===== src/rtl/multicycle_adder_pkg.sv =====
// Shared types and sizing helpers for the chunked multicycle adder.
// Optional overflow output is enabled with MULTICYCLE_ADDER_OVF_EN.
package adder_pkg;

  typedef enum logic [1:0] {
    IDLE,
    RUN,
    DONE
  } state_e;

  function automatic int nchunk(input int nb, input int ch);
    return (ch < 1) ? 1 : nb / ch;
  endfunction

  function automatic int cnt_width(input int n);
    return (n <= 1) ? 1 : $clog2(n);
  endfunction

endpackage


===== src/rtl/multicycle_adder_if.sv =====
// Operand/result handshake bundle for multicycle_adder.
// overflow exists only when MULTICYCLE_ADDER_OVF_EN is defined.
interface multicycle_adder_if #(
  parameter int NUMBITS = 32
);
  logic               in_valid;
  logic               in_ready;
  logic [NUMBITS-1:0] A;
  logic [NUMBITS-1:0] B;
  logic               carryin;
  logic               sub;
  logic               out_valid;
  logic               out_ready;
  logic [NUMBITS-1:0] result;
  logic               carryout;
`ifdef MULTICYCLE_ADDER_OVF_EN
  logic               overflow;

  modport master (
    output in_valid, A, B, carryin, sub, out_ready,
    input  in_ready, out_valid, result, carryout, overflow
  );
  modport slave (
    input  in_valid, A, B, carryin, sub, out_ready,
    output in_ready, out_valid, result, carryout, overflow
  );
`else
  modport master (
    output in_valid, A, B, carryin, sub, out_ready,
    input  in_ready, out_valid, result, carryout
  );
  modport slave (
    input  in_valid, A, B, carryin, sub, out_ready,
    output in_ready, out_valid, result, carryout
  );
`endif
endinterface


===== src/rtl/multicycle_adder_rca.sv =====
// Combinational ripple-carry adder used as the per-chunk adder.
// No configuration macros.
module ripple_carry_adder #(
  parameter int NUMBITS = 8
) (
  input  logic [NUMBITS-1:0] A,
  input  logic [NUMBITS-1:0] B,
  input  logic               carryin,
  output logic [NUMBITS-1:0] result,
  output logic               carryout
);
  logic [NUMBITS:0] c;

  always_comb begin
    c      = '0;
    result = '0;
    c[0]   = carryin;
    for (int i = 0; i < NUMBITS; i++) begin
      result[i] = A[i] ^ B[i] ^ c[i];
      c[i+1]    = (A[i] & B[i]) | (c[i] & (A[i] ^ B[i]));
    end
    carryout = c[NUMBITS];
  end
endmodule


===== src/rtl/multicycle_adder.sv =====
// Add/subtract CHUNK bits per cycle through a registered carry.
// Define MULTICYCLE_ADDER_OVF_EN to add the signed overflow output.
module multicycle_adder
  import adder_pkg::*;
#(
  parameter int NUMBITS = 32,
  parameter int CHUNK   = 8
) (
  input logic              clk,
  input logic              reset,
  multicycle_adder_if.slave bus
);
  localparam int CHK    = (CHUNK < 1) ? 1 : CHUNK;
  localparam int NCHUNK = nchunk(NUMBITS, CHUNK);
  localparam int CW     = cnt_width(NCHUNK);
  localparam logic [CW-1:0] LAST = CW'(NCHUNK - 1);

  if (CHUNK < 1 || CHUNK > NUMBITS || (NUMBITS % CHK) != 0)
  begin : g_bad_cfg
    $error("multicycle_adder: NUMBITS must be a multiple of CHUNK");
  end

  state_e             state_q;
  logic [NUMBITS-1:0] a_q;
  logic [NUMBITS-1:0] b_q;
  logic [NUMBITS-1:0] res_q;
  logic [CW-1:0]      k_q;
  logic               cy_q;
  logic               co_q;
  logic               vld_q;
  logic               rdy_q;

  logic [CHUNK-1:0]   ch_a;
  logic [CHUNK-1:0]   ch_b;
  logic [CHUNK-1:0]   ch_s;
  logic               ch_c;

  assign ch_a = a_q[int'(k_q)*CHUNK +: CHUNK];
  assign ch_b = b_q[int'(k_q)*CHUNK +: CHUNK];

  ripple_carry_adder #(
    .NUMBITS (CHUNK)
  ) u_rca (
    .A        (ch_a),
    .B        (ch_b),
    .carryin  (cy_q),
    .result   (ch_s),
    .carryout (ch_c)
  );

`ifdef MULTICYCLE_ADDER_OVF_EN
  logic ovf_q;
  logic ch_ov;
  // carry into the MSB is recovered from the MSB sum bit
  assign ch_ov = ch_a[CHUNK-1] ^ ch_b[CHUNK-1]
               ^ ch_s[CHUNK-1] ^ ch_c;
  assign bus.overflow = ovf_q;
`endif

  assign bus.in_ready  = rdy_q;
  assign bus.out_valid = vld_q;
  assign bus.result    = res_q;
  assign bus.carryout  = co_q;

  always_ff @(posedge clk or negedge reset) begin
    if (!reset) begin
      state_q <= IDLE;
      a_q     <= '0;
      b_q     <= '0;
      res_q   <= '0;
      k_q     <= '0;
      cy_q    <= 1'b0;
      co_q    <= 1'b0;
      vld_q   <= 1'b0;
      rdy_q   <= 1'b1;
`ifdef MULTICYCLE_ADDER_OVF_EN
      ovf_q   <= 1'b0;
`endif
    end else begin
      unique case (state_q)
        IDLE: begin
          if (bus.in_valid) begin
            a_q     <= bus.A;
            b_q     <= bus.B ^ {NUMBITS{bus.sub}};
            cy_q    <= bus.sub ? 1'b1 : bus.carryin;
            res_q   <= '0;
            k_q     <= '0;
            rdy_q   <= 1'b0;
            state_q <= RUN;
          end
        end
        RUN: begin
          res_q[int'(k_q)*CHUNK +: CHUNK] <= ch_s;
          cy_q <= ch_c;
          k_q  <= k_q + 1'b1;
          if (k_q == LAST) begin
            co_q    <= ch_c;
            vld_q   <= 1'b1;
            state_q <= DONE;
`ifdef MULTICYCLE_ADDER_OVF_EN
            ovf_q   <= ch_ov;
`endif
          end
        end
        DONE: begin
          if (bus.out_ready) begin
            vld_q   <= 1'b0;
            rdy_q   <= 1'b1;
            state_q <= IDLE;
          end
        end
        default: state_q <= IDLE;
      endcase
    end
  end
endmodule


===== src/flat_wrapper.sv =====
// flat-port wrapper written by rule: the top's interface ports become plain ports
module multicycle_adder_flat import adder_pkg::*;
#(
  parameter int NUMBITS = 32,
  parameter int CHUNK   = 8
)
  (clk, reset, bus_in_valid, bus_A, bus_B, bus_carryin, bus_sub, bus_out_ready, bus_in_ready, bus_out_valid, bus_result, bus_carryout);
  multicycle_adder_if #(.NUMBITS(NUMBITS)) bus_i ();
  input logic clk;
  input logic reset;
  input wire logic [$bits(bus_i.in_valid)-1:0] bus_in_valid;
  input wire logic [$bits(bus_i.A)-1:0] bus_A;
  input wire logic [$bits(bus_i.B)-1:0] bus_B;
  input wire logic [$bits(bus_i.carryin)-1:0] bus_carryin;
  input wire logic [$bits(bus_i.sub)-1:0] bus_sub;
  input wire logic [$bits(bus_i.out_ready)-1:0] bus_out_ready;
  output wire logic [$bits(bus_i.in_ready)-1:0] bus_in_ready;
  output wire logic [$bits(bus_i.out_valid)-1:0] bus_out_valid;
  output wire logic [$bits(bus_i.result)-1:0] bus_result;
  output wire logic [$bits(bus_i.carryout)-1:0] bus_carryout;
  assign bus_i.in_valid = bus_in_valid;
  assign bus_i.A = bus_A;
  assign bus_i.B = bus_B;
  assign bus_i.carryin = bus_carryin;
  assign bus_i.sub = bus_sub;
  assign bus_i.out_ready = bus_out_ready;
  assign bus_in_ready = bus_i.in_ready;
  assign bus_out_valid = bus_i.out_valid;
  assign bus_result = bus_i.result;
  assign bus_carryout = bus_i.carryout;
  multicycle_adder #(.NUMBITS(NUMBITS), .CHUNK(CHUNK)) u_core (.clk(clk), .reset(reset), .bus(bus_i));
endmodule

===== config.mk =====
export PLATFORM = sky130hd
export DESIGN_NAME = multicycle_adder_flat
export DESIGN_NICKNAME = d
export VERILOG_FILES = /design/src/rtl/multicycle_adder_pkg.sv /design/src/rtl/multicycle_adder_if.sv /design/src/rtl/multicycle_adder_rca.sv /design/src/rtl/multicycle_adder.sv /design/src/flat_wrapper.sv
export SDC_FILE = /design/constraint.sdc
export NUM_CORES = 1
export LEC_CHECK = 0
export ABC_AREA = 1
export CAP_MARGIN = 20
export CORE_ASPECT_RATIO = 0.7
export CORE_MARGIN = 3
export CORE_UTILIZATION = 68
export CTS_CLUSTER_DIAMETER = 100
export DETAILED_ROUTE_END_ITERATION = 16
export DONT_BUFFER_PORTS = 1
export MAX_ROUTING_LAYER = met4
export PLACE_DENSITY = 0.84
export SLEW_MARGIN = 20
export SYNTH_ARGS = -nofsm -noshare
export SYNTH_HDL_FRONTEND = slang
export SYNTH_HIERARCHICAL = 1
export SYNTH_SLANG_ARGS = --single-unit

===== constraint.sdc =====
create_clock -name clk -period 11.9 [get_ports clk]
set_clock_uncertainty 0.1 [all_clocks]
set_input_delay 2.38 -clock clk [delete_from_list [all_inputs] [get_ports clk]]
set_output_delay 2.38 -clock clk [all_outputs]
set_load 0.01 [all_outputs]

======== Word level (Yosys, flattened, before mapping) ========
Index checks and enable logic that the tools add are counted.
storage, ports and cells
  output and inout port bits .............. 35
  register bits ........................... 104
  input port bits ......................... 70
cells by class
  eq/ne operators ......................... 6
  add/sub/neg operators ................... 2
  muxes and demuxes ....................... 18
  shifts and indexed selects .............. 4
  bitwise logic cells ..................... 41
  reduce and logical (&&, ||, !) cells .... 10
operator list
  kind                     count
  $pmux 32 s2              1
  $shiftx 32x6->8          2
  $neg 5->33               1
  $shift 8x33->32 const A  1
  $shiftx 8x33->32         1
  $bwmux 32                1
  $mux 32                  1
  $xor 32x32->32           1
  $and 1x1->1              16
  $xor 1x1->1              16
  $reduce_and 3->1         3
  $mux 2                   4
  $or 1x1->1               8
  $mux 1                   6
  $pmux 1 s2               3
  $pmux 2 s3               1
  $reduce_and 2->1         3
  $reduce_bool 2->1        3
  $eq 2x2->1 const B       2
  $ne 2x2->1 const B       2
  $pmux 2 s2               1
  $add 2x1->2 const B      1
  $eq 2x1->1 const B       1
  $logic_not 2->1          1
  $ne 2x1->1 const B       1

======== Logic depth before layout (Yosys ltp) ========
Gate-level depths: netlist (run 1).
  depth after elaboration ................. 20
  mapped depth ............................ 22
  gate-level depth less buffers ........... 20

======== Hierarchy ========
The synthesis (run 1) kept the hierarchy.
modules (own cells, without submodules)
  module              area an instance (µm²)  cells an instance  times used
  multicycle_adder    5088.6                  650                1
  ripple_carry_adder  197.7                   18                 1

======== Least setup slack after synthesis (run 1) ========
OpenSTA, ideal clock, no wires.
  path type ............................... reg-to-reg
  from .................................... register u_core.k_q[0]
  to ...................................... register u_core.res_q[15], in the netlist u_core/bus.result[15]
  cell stages (with the launch flop) ...... 23
  setup time .............................. 0.065 ns
  slack ................................... 7.361 ns
  arrival time ............................ 4.374 ns
  data required time ...................... 11.735 ns
  clock period less this slack ............ 4.539 ns
  cells stage by stage .................... dfrtp_1 -> inv_1 -> buf_2 -> buf_2 -> nand2_1 -> o211ai_1 -> nand2_1 -> fa_1 -> inv_1 -> fa_1 -> inv_1 -> fa_1 -> fa_1 -> fa_1 -> fa_1 -> fa_1 -> inv_1 -> fa_1 -> inv_1 -> nand2_1 -> nor2_1 -> nand2_1 -> nand2_1
on the way
  word-level cells in the longest chain between the ends .. 20
RTL lines
  item                             RTL line                    source
  from (decl)                      multicycle_adder.sv:27      logic [CW-1:0] k_q;
  from (signal assigned)           multicycle_adder.sv:95      k_q <= k_q + 1'b1;
  $shiftx 32x6->8 (*)              multicycle_adder.sv:39      assign ch_b = b_q[int'(k_q)*CHUNK +: CHUNK];
  net u_core.ch_b[0]               multicycle_adder.sv:34      logic [CHUNK-1:0] ch_b;
  $xor 1x1->1                      multicycle_adder_rca.sv:20  c[i+1] = (A[i] & B[i]) | (c[i] & (A[i] ^ B[i]));
  $and 1x1->1                      multicycle_adder_rca.sv:20
  $or 1x1->1 (*)                   multicycle_adder_rca.sv:20
  $and 1x1->1 (*)                  multicycle_adder_rca.sv:20
  $or 1x1->1 (*)                   multicycle_adder_rca.sv:20
  $and 1x1->1 (*)                  multicycle_adder_rca.sv:20
  [6 not listed]                   n/a
  $or 1x1->1 (*)                   multicycle_adder_rca.sv:20
  $and 1x1->1 (*)                  multicycle_adder_rca.sv:20
  $or 1x1->1 (*)                   multicycle_adder_rca.sv:20
  $xor 1x1->1 (*)                  multicycle_adder_rca.sv:19  result[i] = A[i] ^ B[i] ^ c[i];
  net u_core.ch_s[7]               multicycle_adder.sv:35      logic [CHUNK-1:0] ch_s;
  $shiftx 8x33->32 (*)             multicycle_adder.sv:93      res_q[int'(k_q)*CHUNK +: CHUNK] <= ch_s;
  $bwmux 32 (*)                    multicycle_adder.sv:93
  $pmux 32 s2 (*)                  multicycle_adder.sv:80      unique case (state_q)
  to (signal, indexed assignment)  multicycle_adder.sv:93
  to (decl)                        multicycle_adder.sv:26      logic [NUMBITS-1:0] res_q;
The timed path passes the listed nets; every way through them passes the cells marked *.
A chain may end at the register's enable or synchronous reset.

======== Final worst setup path (run 1) ========
  from .................................... register u_core.k_q[0]
  to ...................................... register u_core.res_q[31], in the netlist u_core/bus.result[31]
The elaborated chain is that of the path after synthesis.

==> results of run 1 <==
==> power breakdown <==
part	total (uW)	internal (uW)	switching, uW
combinational	840	278	562
clock	221	104	118
sequential	641	507	134
total	1700	889	814
==> final cells by class <==
class                      instances  area [um2]
sequential                       104        2604
multi-input combinational        481        2323
fill                             571        1958
inverter                          50       187.7
clock buffer                      12       145.1
tap                               98       122.6
clock inverter                     4       53.80
timing repair buffer               3       22.52
==> flip-flops by register name, indices dropped and copies added (netlist names) <==
signal                cells
u_core/k_q                2
u_core/bus.carryout       1
u_core/bus.in_ready       1
u_core/bus.out_valid      1
u_core/a_q               32
u_core/b_q               32
u_core/cy_q               1
u_core/state_q            2
u_core/bus.result        32
==> synth_stat cells <==
cell type	instances	area [um2]
nand2_1	290	1089
dfrtp_1	103	2577
nor2_1	52	195.2
inv_1	49	183.9
nand3_1	40	200.2
xor2_1	32	280.3
o21ai_0	22	110.1
buf_2	20	100.1
o211ai_1	16	120.1
fa_1	8	160.2
buf_4	6	45.04
clkbuf_1	6	22.52
o21ai_1	6	30.03
ha_1	5	62.56
nand2_2	3	18.77
nor2_2	3	18.77
nand3_2	2	20.02
buf_1	1	3.750
dfstp_2	1	26.28
inv_2	1	3.750
nor2_4	1	11.26
o31ai_1	1	7.510
==> critical path, cell delays in order, from the launching register on <==
cell and delay, ns:
dfrtp_1 0.69, inv_1 0.14, buf_4 0.47, nand2_1 0.15, o211ai_1 0.12, nand2_1 0.12
fa_1 0.40, inv_1 0.09, fa_1 0.16, inv_1 0.05, fa_1 0.38, fa_1 0.39
fa_1 0.39, fa_1 0.39, fa_1 0.36, inv_1 0.07, fa_1 0.41, inv_1 0.08
nand2_1 0.07, nor2_1 0.15, nand2_1 0.08, nand2_1 0.07
==> layout by cell type (no fill, tap or decap), drive strengths merged <==
cell type,netlist,final
clkbuf,6,12
fa,8,8
inv,50,50
clkinv,0,1
buf,27,3
dfstp,1,1
nand3,42,42
bufinv,0,1
o31ai,1,1
xor2,32,32
ha,5,5
dfrtp,103,103
o21ai,28,28
nor2,56,56
clkinvlp,0,2
nand2,293,293
o211ai,16,16
==> metal layers <==
metal  vias up  routed length [um]  track usage [%]
li1       2010                   -                -
met1      2000                5553            43.27
met2       220                5314            43.62
met3        16                1093            7.273
met4         0                 150            5.832
met5         -                   0                -
==> worst max path at each step <==
stage	endpoint	slack [ns]	cells past startpoint
global route	u_core/bus.result[15]$_DFFE_PN0P_	6.18	21
CTS	u_core/bus.result[15]$_DFFE_PN0P_	6.58	21
finish	u_core/bus.result[31]$_DFFE_PN0P_	6.50	21
global placement	u_core/bus.result[31]$_DFFE_PN0P_	6.82	20
detailed placement	u_core/bus.result[15]$_DFFE_PN0P_	6.60	21
floorplan	u_core/bus.result[15]$_DFFE_PN0P_	7.36	22
==> kinds of logic after synthesis <==
family | count (synthesis) | share of synthesized area, %
AO/OA/AOI/OAI | 45 | 5.065
flip-flops | 104 | 49.25
buffers and inverters | 83 | 6.793
AND/OR/NAND/NOR | 391 | 29.37
XOR/XNOR | 32 | 5.302
adder cells (fa/ha/maj) | 13 | 4.213
==> per-stage QoR <==
step                power [uW]  instances  setup slack [ns]  utilization, %  hold slack, ns
finish                    1702        752             6.504           73.60          0.3872
global route              1855        752             6.184           73.60          0.4154
CTS                       1691        752             6.581           73.60          0.3921
detailed placement        1461        736             6.600           70.92          0.3669
global placement          1434        736             6.816           70.92          0.3589
floorplan                 1241        668             7.361               -          0.3436
==> flow_metrics.tcl, run 1 <==
set metrics [dict create \
    hold_class "reg -> reg" \
    ant_nets 0 \
    portBuffers 0 \
    overflow 0 \
    yosysUniqueCellTypes 22 \
    crit_required_ns 12.11 \
    start_kind "register" \
    grt.total_usage_pct 29.79 \
    core_area_um2 7417 \
    arrival_ns 5.61 \
    setup_viol 0 \
    syn_inst 668 \
    final_area_um2 5459 \
    syn_nets 751 \
    num_rows 26 \
    ys_warn_count 6 \
    netlist_area_um2 5286 \
    finalHoldViolations 0 \
    final_nets 732 \
    totalWireLength_um 12110 \
    reg2reg_from "u_core/k_q[0]$_DFFE_PN0P_" \
    drc 0 \
    post_drt_wl_per_cell_um 16.11 \
    leakagePower_uw 0.003022 \
    hold_depth 2 \
    die_area_um2 8885 \
    min_to "u_core/b_q[1]$_DFFE_PN0P_" \
    start_util_pct 71.27 \
    ctsHtreeMaxLevel 3 \
    ys_seq_area_share_pct 49.25 \
    postSynthAreaPerCell_um2 7.914 \
    cts.repair.resized 0 \
    ys_ff_latch 104 \
    cts.reportedPaths.clkPinSlew_ns 0.09 \
    drv_slew 0 \
    irDropWorstVdd_v 0.0001548 \
    antenna_found_initial 0 \
    reg2reg_setup_slack_ns 6.50 \
    die_h_um 79.77 \
    diodes 0 \
    io_pins 105 \
    dpl-instance-area_um2 5260 \
    root_buffer "clkbuf_8" \
    r2r-end "u_core/bus.result[31]$_DFFE_PN0P_" \
    gp_congestion 0.9505 \
    cts_tree "built" \
    drive_gt1_share_pct 4.281 \
    status "complete, no violations" \
    tightest_slew_ns 1.004 \
    max-cap-violations 0 \
    area_growth_pct 3.266 \
    clkLatencyLatePin_ns 0.37 \
    fmax_mhz 185.3 \
    drt_iter0_drc 596 \
    hold_start "u_core/b_q[1]$_DFFE_PN0P_" \
    via_per_inst 5.646 \
    cts.sinks 104 \
    firstDrtPassIters 5 \
    vias 4246 \
    rsz0062_at_grt "no" \
    rr_worst_depth 21 \
    hpwl_um 8501 \
    crit_path_end_kind "register" \
    cts_made_buffers 9 \
    cts_hold_repair.buffers 0 \
    grt_pass1_vias 4041 \
    crit_type "reg -> reg" \
    grt_first_pass_wirelength_um 20080 \
    slew_headroom_pct 32.97 \
    startpoint "u_core/k_q[0]$_DFFE_PN0P_" \
    crit_fanout 60 \
    p_per_area_nw_per_um2 311.8 \
    setup_tns_ns 0 \
    die_w_um 111.4 \
    clk_path_buf_depth 2 \
    finalCriticalPeriod_ns 5.396 \
    post_cts_buffers 0 \
    min_period_over_period_pct 45.34 \
    grt_max_degree 105 \
]
(Power assumes the default switching activity.)
==> run 2, diff against run 1 <==
Settings changed: CORE_UTILIZATION 68 to 64, PLACE_DENSITY 0.84 to 0.8.
Clock period 11.9 ns to 5.3 ns, I/O delays scaled along.
==> flow_metrics.tcl, run 2 (synthesized netlist as in run 1, its figures left out) <==
set metrics [dict create \
    status "complete, no violations" \
    drive_gt1_share_pct 5.015 \
    grt.total_usage_pct 28.22 \
    crit_fanout 17 \
    drc 0 \
    die_area_um2 9404 \
    root_buffer "clkbuf_16" \
    crit_type "reg -> reg" \
    start_kind "register" \
    antenna_found_initial 0 \
    clkLatencyLatePin_ns 0.35 \
    overflow 0 \
    slew_headroom_pct 56.42 \
    hold-worst-slack_ns 0.3012 \
    gp_congestion 0.9139 \
    start_util_pct 66.59 \
    cts.repair.resized 0 \
    cts.reportedPaths.clkPinSlew_ns 0.07 \
    post_cts_buffers 0 \
    ant_nets 0 \
    seqPwrFrac_pct 35.5 \
    hpwl_um 8656 \
    die_h_um 82.04 \
    setup_viol 0 \
    clkPwrFrac_pct 15.5 \
    crit_path_end_kind "register" \
    p_comb_share_pct 49.0 \
    intPower_uw 2127 \
    drv_slew 0 \
    p_switching_uw 1850 \
    fmax_mhz 209.4 \
    rsz0062_at_grt "no" \
    grt_pass1_vias 4012 \
    vias 4211 \
    finalHoldViolations 0 \
    cts_tree "built" \
    via_per_inst 5.548 \
    tightest_slew_ns 0.6519 \
    hold_class "in -> async" \
    cts_hold_repair.buffers 0 \
    final_common_cell "nand2_1" \
    p_per_area_nw_per_um2 713.5 \
    leakagePower_uw 0.003087 \
    cts_made_buffers 9 \
    final_nets 737 \
    io_pins 105 \
    num_rows 27 \
    portBuffers 0 \
    min_period_over_period_pct 90.09 \
    post_drt_wl_per_cell_um 16.14 \
    diodes 0 \
    ctsHtreeMaxLevel 3 \
    clk_path_buf_depth 2 \
    grt_first_pass_wirelength_um 19710 \
    area_growth_pct 5.468 \
    multi_input_area_um2 2323 \
    seqCellArea_um2 2604 \
    die_w_um 114.6 \
    irDropWorstVdd_v 0.0003995 \
    n_fill_cell 631 \
    grt_max_degree 105 \
    max-cap-violations 0 \
    cts.sinks 104 \
    core_area_um2 7939 \
    switching_share_pct 46.52 \
    totalWireLength_um 12250 \
    drt_iter0_drc 518 \
    crit_required_ns 5.49 \
    finalCriticalPeriod_ns 4.775 \
    arrival_ns 4.96 \
    firstDrtPassIters 5 \
    setup_tns_ns 0 \
    final_cell_mix "nand2_1 (290), dfrtp_1 (103), nor2_1 (52)" \
]
[run 2: cell type report]
cell class                 instances  share of cell area (%)
sequential                       104                   46.70
tap                              101                   2.267
timing repair buffer               8                   1.077
clock buffer                      12                   4.601
multi-input combinational        481                   41.67
inverter                          50                   3.366
clock inverter                     3                  0.3142
[run 2: power groups by stage]
stage / combinational, uW / clock (uW) / sequential (uW)
2_1_floorplan: 1460 / 0 / 1330
5_1_grt: 2200 / 669 / 1450
6_report: 1950 / 617 / 1410
3_3_place_gp: 1830 / 0 / 1420
3_5_place_dp: 1870 / 0 / 1420
4_1_cts: 1900 / 632 / 1410
[run 2: per-stage QoR]
stage | setup slack, ns | total power [uW] | utilization [%] | std cells | instance area, um2
global placement | 0.7197 | 3246 | 66.78 | 744 | 5301
detailed placement | 0.6067 | 3290 | 66.78 | 744 | 5301
CTS | 0.5566 | 3939 | 70.23 | 759 | 5575
finish | 0.5254 | 3978 | 70.23 | 759 | 5575
floorplan | 0.7606 | 2787 | - | 668 | 5286
global route | 0.2530 | 4321 | 70.23 | 759 | 5575
[run 2: final timing paths]
| check | start | to | slack (ns) | depth (start not counted) |
|---|---|---|---|---|
| worst max-delay path | u_core/k_q[1]$_DFFE_PN0P_ | u_core/bus.result[15]$_DFFE_PN0P_ | 0.53 | 21 |
| worst min-delay path | reset | u_core/cy_q$_DFFE_PN0P_ | 0.30 | 0 |
| worst max register to register | u_core/k_q[1]$_DFFE_PN0P_ | u_core/bus.result[15]$_DFFE_PN0P_ | 0.53 | 21 |
| worst min register to register | u_core/a_q[30]$_DFFE_PN0P_ | u_core/a_q[30]$_DFFE_PN0P_ | 0.38 | 2 |
| max in group asynchronous | reset | u_core/bus.in_ready$_DFFE_PN1P_ | 4.59 | 0 |
| min in group clk | u_core/a_q[30]$_DFFE_PN0P_ | u_core/a_q[30]$_DFFE_PN0P_ | 0.38 | 2 |
[run 2: layer usage]
metal / vias up / track usage [%] / wire (um)
met4: 0 / 7.117 / 236
li1: 2021 / - / -
met2: 201 / 39.43 / 5227
met3: 35 / 9.278 / 1258
met5: - / - / 0
met1: 1954 / 39.92 / 5528
[run 2: worst max-delay path: stages (launching register included)]
cell	delay, ns
dfrtp_1	0.42
inv_1	0.16
buf_4	0.24
nor2_1	0.06
o21ai_0	0.06
nand2_1	0.11
fa_1	0.40
inv_1	0.08
fa_1	0.16
inv_1	0.05
fa_1	0.38
fa_1	0.41
fa_1	0.40
fa_1	0.39
fa_1	0.36
inv_1	0.07
fa_1	0.40
inv_1	0.08
nand2_1	0.07
nor2_1	0.14
nand2_1	0.08
nand2_1	0.08
==> run 3, diff against run 2 <==
Settings changed: SKIP_LAST_GASP set to 1.
==> results of run 3 <==
No change in the layout: final DEF, timing and power equal those of run 2.
